`src/rtl/distortion_pipe.sv`:
```
// Three-stage distortion: pre-gain, waveshaper (hard / asymmetric / fold / rectify),
// post-volume. A clean bypass rides alongside; clipped outputs feed a saturating counter.
module distortion_pipe #(
   parameter int WIDTH     = 16,
   parameter int GAIN_FRAC = 8,
   parameter int CNT_WIDTH = 16
) (
   input  logic                    clk,
   input  logic                    reset,
   input  logic                    enable,
   input  logic [1:0]              mode,
   input  logic                    in_valid,
   input  logic signed [WIDTH-1:0] in,
   input  logic [WIDTH-1:0]        gain,
   input  logic [WIDTH-1:0]        threshold,
   input  logic [WIDTH-1:0]        volume,
   input  logic                    clear,
   output logic                    out_valid,
   output logic signed [WIDTH-1:0] out,
   output logic                    clip_active,
   output logic [CNT_WIDTH-1:0]    clip_count
);
   localparam int EW  = WIDTH + 2;
   localparam int PW1 = 2*WIDTH + 1;
   localparam int PW3 = EW + WIDTH + 1;

   localparam logic signed [WIDTH-1:0] S_MAX  = {1'b0, {(WIDTH-1){1'b1}}};
   localparam logic signed [WIDTH-1:0] S_MIN  = {1'b1, {(WIDTH-1){1'b0}}};
   localparam logic signed [EW-1:0]    E_MAX  = {3'b000, {(WIDTH-1){1'b1}}};
   localparam logic signed [EW-1:0]    E_MIN  = {3'b111, {(WIDTH-1){1'b0}}};
   localparam logic signed [PW1-1:0]   P1_MAX = {{(PW1-WIDTH+1){1'b0}}, {(WIDTH-1){1'b1}}};
   localparam logic signed [PW1-1:0]   P1_MIN = {{(PW1-WIDTH+1){1'b1}}, {(WIDTH-1){1'b0}}};
   localparam logic signed [PW3-1:0]   P3_MAX = {{(PW3-WIDTH+1){1'b0}}, {(WIDTH-1){1'b1}}};
   localparam logic signed [PW3-1:0]   P3_MIN = {{(PW3-WIDTH+1){1'b1}}, {(WIDTH-1){1'b0}}};

   // stage 1: pre-gain
   logic                    v1_q, en1_q;
   logic [1:0]              mode1_q;
   logic signed [WIDTH-1:0] raw1_q, x1_q, x1_d;
   logic signed [PW1-1:0]   prod1, shf1;

   always_comb begin
      prod1 = PW1'(in) * PW1'($signed({1'b0, gain}));
      shf1  = prod1 >>> GAIN_FRAC;
      if (shf1 > P1_MAX)      x1_d = S_MAX;
      else if (shf1 < P1_MIN) x1_d = S_MIN;
      else                    x1_d = shf1[WIDTH-1:0];
   end

   // stage 2: waveshaper, evaluated two bits wider so folding never wraps
   logic                    v2_q, en2_q, clip2_q, clip2_d;
   logic signed [WIDTH-1:0] raw2_q;
   logic signed [EW-1:0]    y2_q, y2_d;
   logic signed [EW-1:0]    t_e, xe, hi, lo, shaped, probe;

   always_comb begin
      t_e    = threshold[WIDTH-1] ? E_MAX : EW'(threshold);
      xe     = EW'(x1_q);
      hi     = t_e;
      lo     = -t_e;
      shaped = xe;
      probe  = xe;
      case (mode1_q)
         2'd1: lo = -(t_e >>> 1);
         2'd2: begin
            if (xe > t_e)       shaped = (t_e <<< 1) - xe;
            else if (xe < -t_e) shaped = -(t_e <<< 1) - xe;
         end
         2'd3: begin
            lo     = '0;
            shaped = (xe == E_MIN) ? E_MAX : (xe[EW-1] ? -xe : xe);
            probe  = shaped;
         end
         default: ;
      endcase
      clip2_d = (probe > hi) || (probe < lo);
      if (shaped > hi)      y2_d = hi;
      else if (shaped < lo) y2_d = lo;
      else                  y2_d = shaped;
   end

   // stage 3: post-volume and bypass select
   logic                    out_valid_q, clip_q, clip_d;
   logic signed [WIDTH-1:0] out_q, out_d;
   logic signed [PW3-1:0]   prod3, shf3;
   logic [CNT_WIDTH-1:0]    cnt_q, cnt_d;

   always_comb begin
      prod3 = PW3'(y2_q) * PW3'($signed({1'b0, volume}));
      shf3  = prod3 >>> GAIN_FRAC;
      if (shf3 > P3_MAX)      out_d = S_MAX;
      else if (shf3 < P3_MIN) out_d = S_MIN;
      else                    out_d = shf3[WIDTH-1:0];
      clip_d = clip2_q;
      if (!en2_q) begin
         out_d  = raw2_q;
         clip_d = 1'b0;
      end
   end

   // the count moves on the same edge that presents the clipped sample
   always_comb begin
      cnt_d = cnt_q;
      if (clear)
         cnt_d = '0;
      else if (v2_q && en2_q && clip2_q && (cnt_q != {CNT_WIDTH{1'b1}}))
         cnt_d = cnt_q + 1'b1;
   end

   always_ff @(posedge clk or posedge reset) begin
      if (reset) begin
         v1_q        <= 1'b0;
         en1_q       <= 1'b0;
         mode1_q     <= '0;
         raw1_q      <= '0;
         x1_q        <= '0;
         v2_q        <= 1'b0;
         en2_q       <= 1'b0;
         clip2_q     <= 1'b0;
         raw2_q      <= '0;
         y2_q        <= '0;
         out_valid_q <= 1'b0;
         out_q       <= '0;
         clip_q      <= 1'b0;
         cnt_q       <= '0;
      end else begin
         v1_q        <= in_valid;
         v2_q        <= v1_q;
         out_valid_q <= v2_q;
         cnt_q       <= cnt_d;
         if (in_valid) begin
            en1_q   <= enable;
            mode1_q <= mode;
            raw1_q  <= in;
            x1_q    <= x1_d;
         end
         if (v1_q) begin
            en2_q   <= en1_q;
            clip2_q <= clip2_d;
            raw2_q  <= raw1_q;
            y2_q    <= y2_d;
         end
         if (v2_q) begin
            out_q  <= out_d;
            clip_q <= clip_d;
         end
      end
   end

   assign out_valid   = out_valid_q;
   assign out         = out_q;
   assign clip_active = clip_q;
   assign clip_count  = cnt_q;
endmodule

```
`config.mk`:
```
export PLATFORM = sky130hd
export DESIGN_NAME = distortion_pipe
export DESIGN_NICKNAME = d
export VERILOG_FILES = /design/src/rtl/distortion_pipe.sv
export SDC_FILE = /design/constraint.sdc
export NUM_CORES = 2
export LEC_CHECK = 0
export BUFFER_PORTS_ARGS = -buffer_cell sky130_fd_sc_hd__buf_2
export CAP_MARGIN = 5
export CORE_ASPECT_RATIO = 0.6
export CORE_MARGIN = 10
export CORE_UTILIZATION = 67
export DETAILED_ROUTE_END_ITERATION = 16
export PLACE_DENSITY = 0.94
export SLEW_MARGIN = 20
export SYNTH_ARGS = -nofsm -noshare
export SYNTH_HDL_FRONTEND = slang
export SYNTH_SLANG_ARGS = --single-unit
```
`constraint.sdc`:
```
create_clock -name clk -period 17.69 [get_ports clk]
set_input_delay 5.307 -clock clk [delete_from_list [all_inputs] [get_ports clk]]
set_output_delay 5.307 -clock clk [all_outputs]
set_load 0.01 [all_outputs]
```
==> run summary <==
Synthesis
- **Seq/Total Area, Yosys** 8.89%
- **YS warnings** 0
- **Gate Count Post-Synth** 3494
- **mean cell area of the mapped netlist** 8.62 sq um
- **Main synth FF type** sky130_fd_sc_hd__dfrtp_1
- **post-synth cell types** 95
- **Post-Syn Area** 30100 sq um
- **fraction of registers with async set or reset after synthesis** 100%
- **Syn Nets** 4403
- **number of flops mapped to enable cells by yosys** 0
- **Yosys reg bits** 107

Timing
- **actual slew at the worst max-slew pin** 1.12 ns
- **total negative slack** 0 ns
- **final hold viol count** 0
- **# setup viols final** 0
- **final-report max-slew violation count** 0
- **worst-case clock skew** 0.0190 ns
- **highest achievable clock rate** 0.0763 GHz
- **max_slew headroom** 24.3%
- **fraction of the cycle the final worst path needs** 74.1%
- **final critical path time including I/O delays and setup** 13.11 ns
- **RSZ-0062 raised after global routing** no

Worst setup path
- **kind of cell adding the most delay to the critical path** compound AO/OA/AOI/OAI gates
- **kind of critical path** in -> reg
- **Worst Reg2Reg Path Length in Cells** 21
- **critical register-to-register path startpoint** y2_q[14]
- **sort of element at the end of the critical path** register
- **stage delay of the slowest cell on the critical path** 0.93 ns
- **maximum net fanout on the critical path** 28
- **Worst Setup Start Kind** primary input
- **Critical Path Slowest Stage Cell** sky130_fd_sc_hd__a41oi_1
- **data arrival at the endpoint of the critical path** 13.37 ns
- **slack of the worst reg-to-reg path** 9.66 ns
- **number of buffer and inverter instances along the worst setup path** 2
- **critical path required time** 17.94 ns
- **critical path launch point** threshold[15]
- **Top cell by count, worst path** sky130_fd_sc_hd__o21ai_0
- **Worst R2R End** out[9]

Detailed routing
- **detailed-route vias per instance** 6.24
- **iteration-0 DRC count of the detailed router** 3352
- **number of routed nets with antenna violations** 0
- **total length of routed wires** 85900 microns
- **number of DRC violations after detailed routing** 0
- **detailed-routing iteration count for the pre-antenna-repair pass** 6
- **routed vias** 25700
- **final routed wire length divided by cell count** 20.9 microns

Min path
- **number of instances on the worst hold path** 1
- **min-delay src** out[15]
- **worst min-delay path category** reg -> reg
- **Min-Delay Endpoint** out[15]

Status
- **run status** completed

Clocking
- **Root Buffer** sky130_fd_sc_hd__clkbuf_16
- **maximum buffer depth of the clock tree** 2
- **number of buffers added for setup after CTS** 0
- **clock latency at the later pin of the worst-skew pair** 0.38 ns
- **hold_buf cts** 0
- **clock tree from TritonCTS** yes
- **number of H-tree levels** 3
- **CTS Sinks** 107
- **number of CTS-inserted buffers** 9
- **# resized after CTS** 0
- **clock transition at the registers of the reported paths** 0.09 ns

Die
- **Die Ht** 184 microns
- **core footprint** 44600 sq um
- **width of the die** 294 microns
- **row count** 60
- **I/O pin cnt** 105
- **Die ar.** 54100 sq um
- **starting density of the core** 67.5%

GRT
- **pin count of the biggest net entering global routing** 66
- **GRT Resource Usage Total** 32.1%
- **first-pass GRT wire length** 138000 microns
- **initial antenna violation count** 14
- **total global routing overflow** 0
- **vias in the first global route** 25600

Layout
- **Net count, final** 4416
- **Synth-to-Final Area Change** 4.25%
- **share of cells above drive strength 1** 5.87%
- **most frequent standard cell in the layout excluding fill and tap cells** sky130_fd_sc_hd__inv_1
- **number of filler cells placed in the layout** 3250
- **top library cells by usage in the layout, fill and taps aside** sky130_fd_sc_hd__inv_1 (712), sky130_fd_sc_hd__fa_1 (486), sky130_fd_sc_hd__nand2_1 (377), sky130_fd_sc_hd__ha_1 (352), sky130_fd_sc_hd__and2_1 (261)

Placement
- **final HPWL from detailed placement** 71500 microns
- **number of input and output port buffers inserted** 104
- **weighted congestion at the end of routability-driven global placement** 1.06

Job
- **number of maximum-capacitance constraint violations** 0

[layout make-up]
class / count / area (sq um) / share of cell area (%)
multi-input combinational: 2552 / 24300 / 77.4
timing repair buffer: 122 / 656 / 2.09
inverter: 715 / 2690 / 8.56
clock buffer: 9 / 225 / 0.718
clock inverter: 7 / 82.6 / 0.263
sequential: 107 / 2680 / 8.53
tap: 589 / 737 / 2.35
antenna: 13 / 32.5 / 0.104
[cells in the mapped netlist (6+ instances only)]
master                       n  area share, %
sky130_fd_sc_hd__o21ai_0    67            1.1
sky130_fd_sc_hd__o21ai_1     6           0.10
sky130_fd_sc_hd__a221oi_1    6           0.17
sky130_fd_sc_hd__nor4_1      6           0.12
sky130_fd_sc_hd__nand2b_1   37           0.77
sky130_fd_sc_hd__o22ai_1    22           0.46
sky130_fd_sc_hd__nand2_1   377            4.7
sky130_fd_sc_hd__inv_1     713            8.9
sky130_fd_sc_hd__a211oi_1   18           0.45
sky130_fd_sc_hd__nand4_1    20           0.42
sky130_fd_sc_hd__o221ai_1   11           0.32
sky130_fd_sc_hd__and2_1    261            5.4
sky130_fd_sc_hd__and3_1     21           0.44
sky130_fd_sc_hd__clkbuf_1  107            1.3
sky130_fd_sc_hd__mux2_2     35            1.3
sky130_fd_sc_hd__a21boi_0    9           0.22
sky130_fd_sc_hd__dfrtp_1   107            8.9
sky130_fd_sc_hd__a21o_1     58            1.4
sky130_fd_sc_hd__o41ai_1     6           0.17
sky130_fd_sc_hd__o21bai_1    9           0.22
sky130_fd_sc_hd__o211ai_1   12           0.30
sky130_fd_sc_hd__a221o_1    27           0.90
sky130_fd_sc_hd__o21a_1     20           0.50
sky130_fd_sc_hd__xor2_1     27           0.79
sky130_fd_sc_hd__buf_1       6          0.075
sky130_fd_sc_hd__nor2_1    171            2.1
sky130_fd_sc_hd__and4_1      8           0.23
sky130_fd_sc_hd__or3_1      17           0.35
sky130_fd_sc_hd__nor3_1     47           0.78
sky130_fd_sc_hd__xnor2_1    79            2.3
sky130_fd_sc_hd__ha_1      352             15
sky130_fd_sc_hd__fa_1      486             32
sky130_fd_sc_hd__a21oi_1   138            2.3
sky130_fd_sc_hd__nand3_1    40           0.66
sky130_fd_sc_hd__a31oi_1    25           0.52
sky130_fd_sc_hd__o31ai_1     9           0.22
sky130_fd_sc_hd__nor2b_1    13           0.27
[through the flow]
step                utilization (%)  area [sq um]  instances  worst slack, ns  hold slack (ns)
floorplan                         -         30100       3494             5.78            0.352
global placement               69.6         31000       4085             4.94            0.465
detailed placement             69.6         31000       4085             4.51            0.469
CTS                            70.3         31300       4101             4.81            0.499
global route                   70.4         31400       4110             4.32            0.528
finish                         70.4         31400       4114             4.58            0.496
[worst max-delay path by stage]
stage                     endpoint  cells after the start
after floorplan             out[1]                     24
after global placement    y2_q[11]                     26
after detailed placement   y2_q[9]                     26
after CTS                  y2_q[7]                     26
after global routing      y2_q[13]                     25
final                     y2_q[13]                     25
[sequential cells by signal, summed over array words and instances, names as in the netlist]
register,count
y2_q,18
clip_count,16
out,16
raw1_q,16
raw2_q,16
x1_q,16
mode1_q,2
clip2_q,1
clip_active,1
en1_q,1
en2_q,1
out_valid,1
v1_q,1
v2_q,1
[per-layer routing]
layer / vias up / wire length, microns / track usage (%)
met4: 6 / 2910 / 9.22
met1: 12400 / 34200 / 44.8
li1: 11200 / - / -
met5: - / 102 / 1.12
met2: 1844 / 35500 / 46.0
met3: 258 / 13200 / 12.0
[kinds of logic after synthesis]
logic type / count (synthesis) / share of synthesized area (%)
buf+inv: 835 / 10.5
mux: 41 / 1.51
flops: 107 / 8.89
fa+ha+maj: 838 / 46.9
xor+xnor: 106 / 3.08
simple gates: 1043 / 17.0
compound gates: 524 / 12.1
Power is not shown: default switching activity piles up to over one toggle a cycle in this logic, so the estimate is an artifact.
